### src/rtl/sram_arbiter.sv
`default_nettype none
// ============================================================================
// sram_arbiter: round-robin arbiter and pin sequencer for the dual-port SRAM
// Revision: 1.0
// ============================================================================
module sram_arbiter #(
    parameter int ADDR_WIDTH = 11,
    parameter int DATA_WIDTH = 32,
    parameter int NUM_WMASKS = 4
) (
    input  logic                  clk,
    input  logic                  nrst,

    input  logic                  m0_req,
    input  logic                  m0_we,
    input  logic [ADDR_WIDTH-1:0] m0_addr,
    input  logic [DATA_WIDTH-1:0] m0_wdata,
    input  logic [NUM_WMASKS-1:0] m0_wmask,
    output logic                  m0_ack,
    output logic [DATA_WIDTH-1:0] m0_rdata,
    output logic                  m0_busy,

    input  logic                  m1_req,
    input  logic                  m1_we,
    input  logic [ADDR_WIDTH-1:0] m1_addr,
    input  logic [DATA_WIDTH-1:0] m1_wdata,
    input  logic [NUM_WMASKS-1:0] m1_wmask,
    output logic                  m1_ack,
    output logic [DATA_WIDTH-1:0] m1_rdata,
    output logic                  m1_busy,

    output logic                  sram_csb0,
    output logic [NUM_WMASKS-1:0] sram_wmask0,
    output logic [ADDR_WIDTH-1:0] sram_addr0,
    output logic [DATA_WIDTH-1:0] sram_din0,
    output logic                  sram_csb1,
    output logic [ADDR_WIDTH-1:0] sram_addr1,
    input  logic [DATA_WIDTH-1:0] sram_dout1
);

    localparam logic [1:0] S_IDLE  = 2'd0;
    localparam logic [1:0] S_ISSUE = 2'd1;
    localparam logic [1:0] S_WAIT  = 2'd2;
    localparam logic [1:0] S_ACK   = 2'd3;

    logic [1:0]                 req;
    logic [1:0]                 we;
    logic [1:0][ADDR_WIDTH-1:0] addr;
    logic [1:0][DATA_WIDTH-1:0] wdata;
    logic [1:0][NUM_WMASKS-1:0] wmask;

    assign req   = {m1_req, m0_req};
    assign we    = {m1_we, m0_we};
    assign addr  = {m1_addr, m0_addr};
    assign wdata = {m1_wdata, m0_wdata};
    assign wmask = {m1_wmask, m0_wmask};

    logic [1:0][1:0]            state_q, state_d;
    logic [1:0]                 we_q;
    logic [1:0][DATA_WIDTH-1:0] rdata_q;
    logic                       rr_q, rr_d;
    logic [1:0]                 cand;
    logic [1:0]                 gnt;

    logic                  csb0_q, csb0_d;
    logic [NUM_WMASKS-1:0] wmask0_q, wmask0_d;
    logic [ADDR_WIDTH-1:0] addr0_q, addr0_d;
    logic [DATA_WIDTH-1:0] din0_q, din0_d;
    logic                  csb1_q, csb1_d;
    logic [ADDR_WIDTH-1:0] addr1_q, addr1_d;

    // The ACK cycle's req is the next transaction, so ACK counts as free;
    // this gives back-to-back grants every third cycle.
    always_comb begin
        cand = '0;
        for (int i = 0; i < 2; i++) begin
            cand[i] = req[i] && ((state_q[i] == S_IDLE) || (state_q[i] == S_ACK));
        end
        gnt  = cand;
        rr_d = rr_q;
        if (cand == 2'b11) begin
            if (we[0] != we[1]) begin
                if (addr[0] == addr[1]) begin
                    gnt = we;
                end
            end else begin
                gnt  = rr_q ? 2'b10 : 2'b01;
                rr_d = ~rr_q;
            end
        end
    end

    always_comb begin
        state_d = state_q;
        for (int i = 0; i < 2; i++) begin
            case (state_q[i])
                S_IDLE:  state_d[i] = gnt[i] ? S_ISSUE : S_IDLE;
                S_ISSUE: state_d[i] = S_WAIT;
                S_WAIT:  state_d[i] = S_ACK;
                default: state_d[i] = gnt[i] ? S_ISSUE : S_IDLE;
            endcase
        end
    end

    always_comb begin
        csb0_d   = 1'b1;
        wmask0_d = '0;
        addr0_d  = '0;
        din0_d   = '0;
        csb1_d   = 1'b1;
        addr1_d  = '0;
        for (int i = 0; i < 2; i++) begin
            if (gnt[i] && we[i]) begin
                csb0_d   = 1'b0;
                wmask0_d = wmask[i];
                addr0_d  = addr[i];
                din0_d   = wdata[i];
            end
            if (gnt[i] && !we[i]) begin
                csb1_d  = 1'b0;
                addr1_d = addr[i];
            end
        end
    end

    always_ff @(posedge clk or negedge nrst) begin
        if (!nrst) begin
            state_q  <= {S_IDLE, S_IDLE};
            we_q     <= '0;
            rdata_q  <= '0;
            rr_q     <= 1'b0;
            csb0_q   <= 1'b1;
            wmask0_q <= '0;
            addr0_q  <= '0;
            din0_q   <= '0;
            csb1_q   <= 1'b1;
            addr1_q  <= '0;
        end else begin
            state_q  <= state_d;
            rr_q     <= rr_d;
            csb0_q   <= csb0_d;
            wmask0_q <= wmask0_d;
            addr0_q  <= addr0_d;
            din0_q   <= din0_d;
            csb1_q   <= csb1_d;
            addr1_q  <= addr1_d;
            for (int i = 0; i < 2; i++) begin
                if (gnt[i]) begin
                    we_q[i] <= we[i];
                end
                if ((state_q[i] == S_WAIT) && !we_q[i]) begin
                    rdata_q[i] <= sram_dout1;
                end
            end
        end
    end

    assign m0_ack   = (state_q[0] == S_ACK);
    assign m1_ack   = (state_q[1] == S_ACK);
    assign m0_busy  = (state_q[0] != S_IDLE);
    assign m1_busy  = (state_q[1] != S_IDLE);
    assign m0_rdata = rdata_q[0];
    assign m1_rdata = rdata_q[1];

    assign sram_csb0   = csb0_q;
    assign sram_wmask0 = wmask0_q;
    assign sram_addr0  = addr0_q;
    assign sram_din0   = din0_q;
    assign sram_csb1   = csb1_q;
    assign sram_addr1  = addr1_q;

endmodule
`default_nettype wire
### config.mk
export PLATFORM = sky130hd
export DESIGN_NAME = sram_arbiter
export DESIGN_NICKNAME = d
export VERILOG_FILES = /design/src/rtl/sram_arbiter.sv
export SDC_FILE = /design/constraint.sdc
export NUM_CORES = 1
export LEC_CHECK = 0
export CORE_MARGIN = 2
export CORE_UTILIZATION = 36
export DETAILED_ROUTE_END_ITERATION = 8
export PLACE_DENSITY_LB_ADDON = 0.05
export SLEW_MARGIN = 20
export SYNTH_ARGS = -nofsm -noshare
export SYNTH_HDL_FRONTEND = slang
export SYNTH_SLANG_ARGS = --single-unit
### constraint.sdc
create_clock -name clk -period 1.9 [get_ports clk]
set_input_delay 0.285 -clock clk [delete_from_list [all_inputs] [get_ports clk]]
set_output_delay 0.285 -clock clk [all_outputs]
set_load 0.02 [all_outputs]
==> impl_metrics.ini, run 1 <==
[pwr]
pwr-share-comb_pct = 47.7
vdd_drop_max_v = 0.0006143
clock_power_share_pct = 23.4
p_seq_share_pct = 28.9
intPower_mw = 10.31
switching_share_pct = 32.75
leakagePower_nw = 3.971
net-switching-power_mw = 5.022
power_density_mw_per_mm2 = 1683

[synth]
ys_ff_latch = 131
synthMostInstantiatedCell = dfrtp_1
synth_nets = 480
yosys-top-cells-area = dfrtp_1 64%, mux2_2 14%, a22o_1 10%
yosys.area.top_type = dfrtp_1
post_synth.cell_area_avg_um2 = 14.83
synth_ff_type = dfrtp_1
synth_top_area_share_pct = 63.64
syn_inst = 342
synth_edf_count = 0
seq_area_frac_synth_pct = 64.68
yosys_warnings = 0
ys_top_cells_by_count = 129 x dfrtp_1, 62 x mux2_2, 58 x a22o_1, 14 x buf_2, 12 x xnor2_1
synthArstFlopShare_pct = 100.0
synth_area_mm2 = 0.005072
ys_types = 30

[floorplanning]
num_rows = 43
core_mm2 = 0.01383
start_util_pct = 36.68
die-area_mm2 = 0.01506
ioPinCount = 260
die_width_um = 122.7
die_h_um = 122.7

[clock_network]
cts_buffers = 17
cts_tree = yes
cts_sinks = 131
clockBufferDepth = 2
clk_latency_ns = 0.41
clk_pin_slew_ns = 0.06
cts_max_level = 4
cts_root_buffer = clkbuf_16

[setup_path]
cpPeakStageDelay_ns = 0.40
crit_family = compound AO/OA/AOI/OAI gates
worst-path-buf-inv = 3
end_kind = flip-flop
cp.arrival_ns = 2.20
path_class = flip-flop to flip-flop
required_ns = 2.20
crit_fanout = 21
start_kind = flip-flop
crit_slowest_cell = dfrtp_1
path_cells = inv_2, ha_4, buf_6, and2b_2, nand2_4, o21a_4, buf_12, a22o_1

[sta]
slew_viol_final = 0
rsz0062_at_grt = true
tns_ns = -0.004483
holdWs_ns = 0.3322
final-hold-violation-count = 0
min_period_ns = 1.903
setup_viol = 2
max_slew.worst_pin.slew_ns = 0.3826
post-route-period-util_pct = 100.1
fmax_mhz = 525.6
fin_ws_ns = -0.002687
fin_skew_ns = 0.006581
slew_headroom_pct = 74.50

[status]
outcome = complete, but fails checks
violations = setup timing

[route]
initialDrtViolationCount = 131
ant_nets = 0
remaining_drc_errors = 0
drtPass1Iterations = 4
viasPerCell = 4.761
dr_total_vias = 4056
wire_per_inst_um = 16.64
routed_wl_um = 14170

[run]
timing.max_cap.violations = 0

[global_route]
grt_max_degree = 52
grt_first_pass_wirelength_um = 21180
grt_overflow = 0
grt_util_all_layers_pct = 18.63
antenna_found_initial = 0
grt_pass1_vias = 4249

[placement]
dp_cells = 811
dp_hpwl_um = 10270
port_buffers = 259
placed_area_mm2 = 0.008293
place_congestion = 0.8499
preCtsSetupSlack_ns = -0.4247

[min_path]
hold_path.class = input pin to asynchronous set/reset pin

[final_layout]
final_cell_count_no_fill = 852
design_area_mm2 = 0.009112
nets = 797
area_delta_synth_final_pct = 79.65
antenna_cells = 0
n_fill_cell = 999
final_layout_size_suffix_gt1_share_pct = 25.15
-- power by group through the flow --
stage	clock network (mW)	registers [mW]	logic, mW
2_1_floorplan	0	5.82	2.15
3_3_place_gp	0	4.43	7.06
3_5_place_dp	0	4.49	7.13
4_1_cts	3.66	4.45	7.25
5_1_grt	3.80	4.56	7.77
6_report	3.59	4.43	7.31
-- final timing paths --
check	startpoint	to	slack (ns)	cells after the start
max	state_q[0]	sram_addr0[9]	-0.003	8
min	nrst	sram_addr0[6]	0.33	2
max reg2reg	state_q[0]	sram_addr0[9]	-0.003	8
min reg2reg	m1_rdata[6]	m1_rdata[6]	0.49	1
max in group asynchronous	nrst	sram_csb0	0.95	3
min in group clk	m0_wdata[15]	sram_din0[15]	0.47	2
-- cells in the final DEF, fill, tap and decap left out, types with 6 or more instances in the layout --
cell type,n
xnor2_1,12
a21oi_1,6
buf_12,8
buf_4,47
a22o_1,58
clkbuf_16,19
clkdlybuf4s50_1,254
mux2_2,62
inv_1,6
nor2_1,7
dfrtp_1,129
-- layout make-up --
type                    instances  area, um^2  share of cell area [%]
repair buffers                320        3196                   35.07
clock inverters                13       205.2                   2.252
inverters                       7       26.28                  0.2883
clock buffers                  19       452.9                   4.970
multi-input cells             182        1727                   18.95
well taps                     180       225.2                   2.472
flip-flops and latches        131        3281                   36.00
-- kinds of logic after synthesis --
family | synth area share (%)
DFF | 64.68
AOI/OAI and AO/OA | 12.04
muxes | 14.21
buffers and inverters | 2.639
and+or+nand+nor | 2.714
xor gates and xnor gates | 2.245
adders and majority gates | 1.480
-- flip-flops by register name, summed over array words and instances, names as in the netlist --
register,count
m0_rdata,32
m1_rdata,32
sram_din0,32
sram_addr0,11
sram_addr1,11
sram_wmask0,4
state_q,4
we_q,2
rr_q,1
sram_csb0,1
sram_csb1,1
-- per-layer routing --
metal  wire [um]  part of all wire, %  track usage (%)
met5           0                    0                0
met4         356                  2.5            8.621
met3        1202                  8.5            6.738
met2        7471                   53            33.22
met1        5144                   36            19.44
-- timing repair --
item	4_1_cts	5_1_grt
gates resized for setup	13	5
hold buffers	1	0
setup endpoints to repair	65	59
gates cloned	0	2
endpoints found under the hold margin	21	0
pin swaps	2	14
setup buffers	4	2
-- stage by stage --
stage / util (%) / power [mW]
6_report: 65.90 / 15.33
2_1_floorplan: - / 7.968
3_3_place_gp: 59.98 / 11.49
3_5_place_dp: 59.98 / 11.62
5_1_grt: 65.90 / 16.12
4_1_cts: 65.28 / 15.37
-- worst register-to-register path, cell delays in order, from the launching register on --
cell and delay, ns:
dfrtp_1 0.40, inv_2 0.09, ha_4 0.21, buf_6 0.11
and2b_2 0.24, nand2_4 0.07, o21a_4 0.26, buf_12 0.17
a22o_1 0.24
Power figures use the tool's default switching activity.
==> run 2, diff against run 1 <==
ABC_AREA = 1   (was not set)
CORE_UTILIZATION = 37   (was 36)
==> run 2 against run 1 <==
Net effect: the flow now finishes without violations; worst setup slack gained 0.057 ns; critical path depth down 7; register-to-register slack better by 0.11 ns; maximum frequency increased by 3.1%; die area up 4.3%; sequential power is essentially flat; power shrank 8.1%.
==> impl_metrics.ini, run 2 <==
[status]
outcome = completed

[synth]
synth_area_mm2 = 0.005446
synth_ff_type = dfrtp_1
ys_types = 22
synth_nets = 740
synthArstFlopShare_pct = 100.0
seq_area_frac_synth_pct = 60.23
yosys_warnings = 0
synth_top_area_share_pct = 59.27
ys_top_cells_by_count = 208 x nand2_1, 129 x dfrtp_1, 69 x nand4_1, 64 x o21ai_0, 58 x inv_1
synthMostInstantiatedCell = nand2_1
synth_edf_count = 0
ys_ff_latch = 131
yosys.area.top_type = dfrtp_1
syn_inst = 602
yosys-top-cells-area = dfrtp_1 59%, nand2_1 14%, nand4_1 7.9%
post_synth.cell_area_avg_um2 = 9.047

[setup_path]
worst-path-buf-inv = 1
crit_fanout = 1
start_kind = flip-flop
path_cells = clkdlybuf4s50_1
crit_family = buffers and inverters
timing.rr.end = sram_din0[3]
required_ns = 1.62
end_kind = output pin
r2r_cells = 10
cp.arrival_ns = 1.56
cpPeakStageDelay_ns = 0.63
r2r_setup_slack_ns = 0.11
crit_slowest_cell = clkdlybuf4s50_1
path_class = flip-flop to output pin
rr_startpoint = state_q[3]

[global_route]
grt_first_pass_wirelength_um = 25760
grt_overflow = 0
met3_usage_pct = 8.515
grt.busiest_layer = met2
met1_usage_pct = 23.79
grt_max_degree = 65
use_met2_pct = 35.10
antenna_found_initial = 0
grt_util_all_layers_pct = 20.81
grt_pass1_vias = 5181

[sta]
min_period_ns = 1.846
fmax_mhz = 541.7
slew_viol_final = 0
fin_skew_ns = 0.008611
slew_headroom_pct = 66.12
final-hold-violation-count = 0
max_slew.worst_pin.slew_ns = 0.5082
post-route-period-util_pct = 97.16
setup_viol = 0

[final_layout]
nets = 1024
final_cell_count_no_fill = 1082
final_layout_size_suffix_gt1_share_pct = 9.131
fin_util_pct = 62.98
area_delta_synth_final_pct = 67.42
antenna_cells = 0
final_cell_mix = 252 x clkdlybuf4s50_1, 205 x nand2_1, 129 x dfrtp_1
final_common_cell = clkdlybuf4s50_1
n_fill_cell = 1253

[route]
wire_per_inst_um = 15.25
initialDrtViolationCount = 244
drtPass1Iterations = 5
ant_nets = 0
dr_total_vias = 5184
routed_wl_um = 16500
viasPerCell = 4.791
remaining_drc_errors = 0

[clock_network]
clk_pin_slew_ns = 0.05
cts_sinks = 131
clk_latency_ns = 0.42
cts_max_level = 4
cts_root_buffer = clkbuf_16
cts_buffers = 17
cts_tree = yes
clockBufferDepth = 2

[placement]
dp_hpwl_um = 11710
place_congestion = 0.8155
dp_cells = 1044
port_buffers = 259

[run]
timing.max_cap.violations = 0

[floorplanning]
ioPinCount = 260
core_mm2 = 0.01448
die-area_mm2 = 0.01571
start_util_pct = 37.62
die_h_um = 125.3
num_rows = 44
die_width_um = 125.3

[pwr]
total_power_mw = 14.10
vdd_drop_max_v = 0.0007910
leakagePower_nw = 4.444
power_density_mw_per_mm2 = 1546

[min_path]
hold_end = sram_addr0[0]
worstHoldPathCells = 3
min_from = m0_we
hold_path.class = input pin to flip-flop
[run 2: routing by layer]
layer	share of wire (%)	routed length, um	up-vias
li1	-	-	2511
met1	40	6527	2451
met2	50	8168	198
met3	9.1	1507	24
met4	1.8	294	0
met5	0	0	-
[run 2: logic make-up (layout without fill, tap and decap cells)]
logic type               count (synthesis)  in the layout  share of synthesized area, %
AO/OA/AOI/OAI                           66             66                         6.340
XOR/XNOR                                 6              6                        0.9648
adder cells (fa/ha/maj)                  6              6                         1.378
buffers and inverters                   99            395                         7.328
flip-flops                             131            131                         60.23
AND/OR/NAND/NOR                        294            294                         23.75
[run 2: through the flow]
| stage | TNS [ns] | area [um^2] | setup WS [ns] | hold slack, ns |
|---|---|---|---|---|
| finish | 0 | 9119 | 0.05388 | 0.2187 |
| global placement | -5.304 | 8487 | -0.1192 | 0.2664 |
| floorplan | 0 | 5446 | 0.1759 | -0.01059 |
| detailed placement | -7.420 | 8487 | -0.1582 | 0.2667 |
| global route | -0.06236 | 9119 | -0.02446 | 0.2143 |
| CTS | 0 | 9024 | 0.01647 | 0.2066 |
[run 2: how the worst max path moves through the flow]
stage | startpoint | slack [ns] | endpoint | depth (start not counted)
finish | sram_csb1 | 0.05 | sram_csb1 | 1
global route | state_q[3] | -0.02 | sram_din0[13] | 10
CTS | state_q[3] | 0.02 | m1_ack | 2
detailed placement | m1_addr[6] | -0.16 | we_q[0] | 12
global placement | m1_addr[6] | -0.12 | we_q[0] | 12
floorplan | state_q[3] | 0.18 | we_q[0] | 10
[run 2: where the power goes]
group          switching [mW]  internal [mW]
logic                    3.65           3.03
clock network            1.13           1.85
registers               0.514           3.93
total                    5.29           8.81
[run 2: cell type report]
class                      count  area, um^2  share of cell area [%]
tap                          184       230.2                   2.525
multi-input combinational    372        1785                   19.58
sequential                   131        3281                   35.98
clock inverter                 5       52.55                  0.5763
inverter                      61       229.0                   2.511
clock buffer                  26       479.2                   5.255
timing repair buffer         303        3062                   33.58
[run 2: timing repair]
action,CTS,global route
setup buffers,0,4
resized for setup,4,6
pin swaps,0,2
cloned,0,2
hold buffers,1,0
hold endpoints to repair,45,0
setup endpoints to repair,4,63
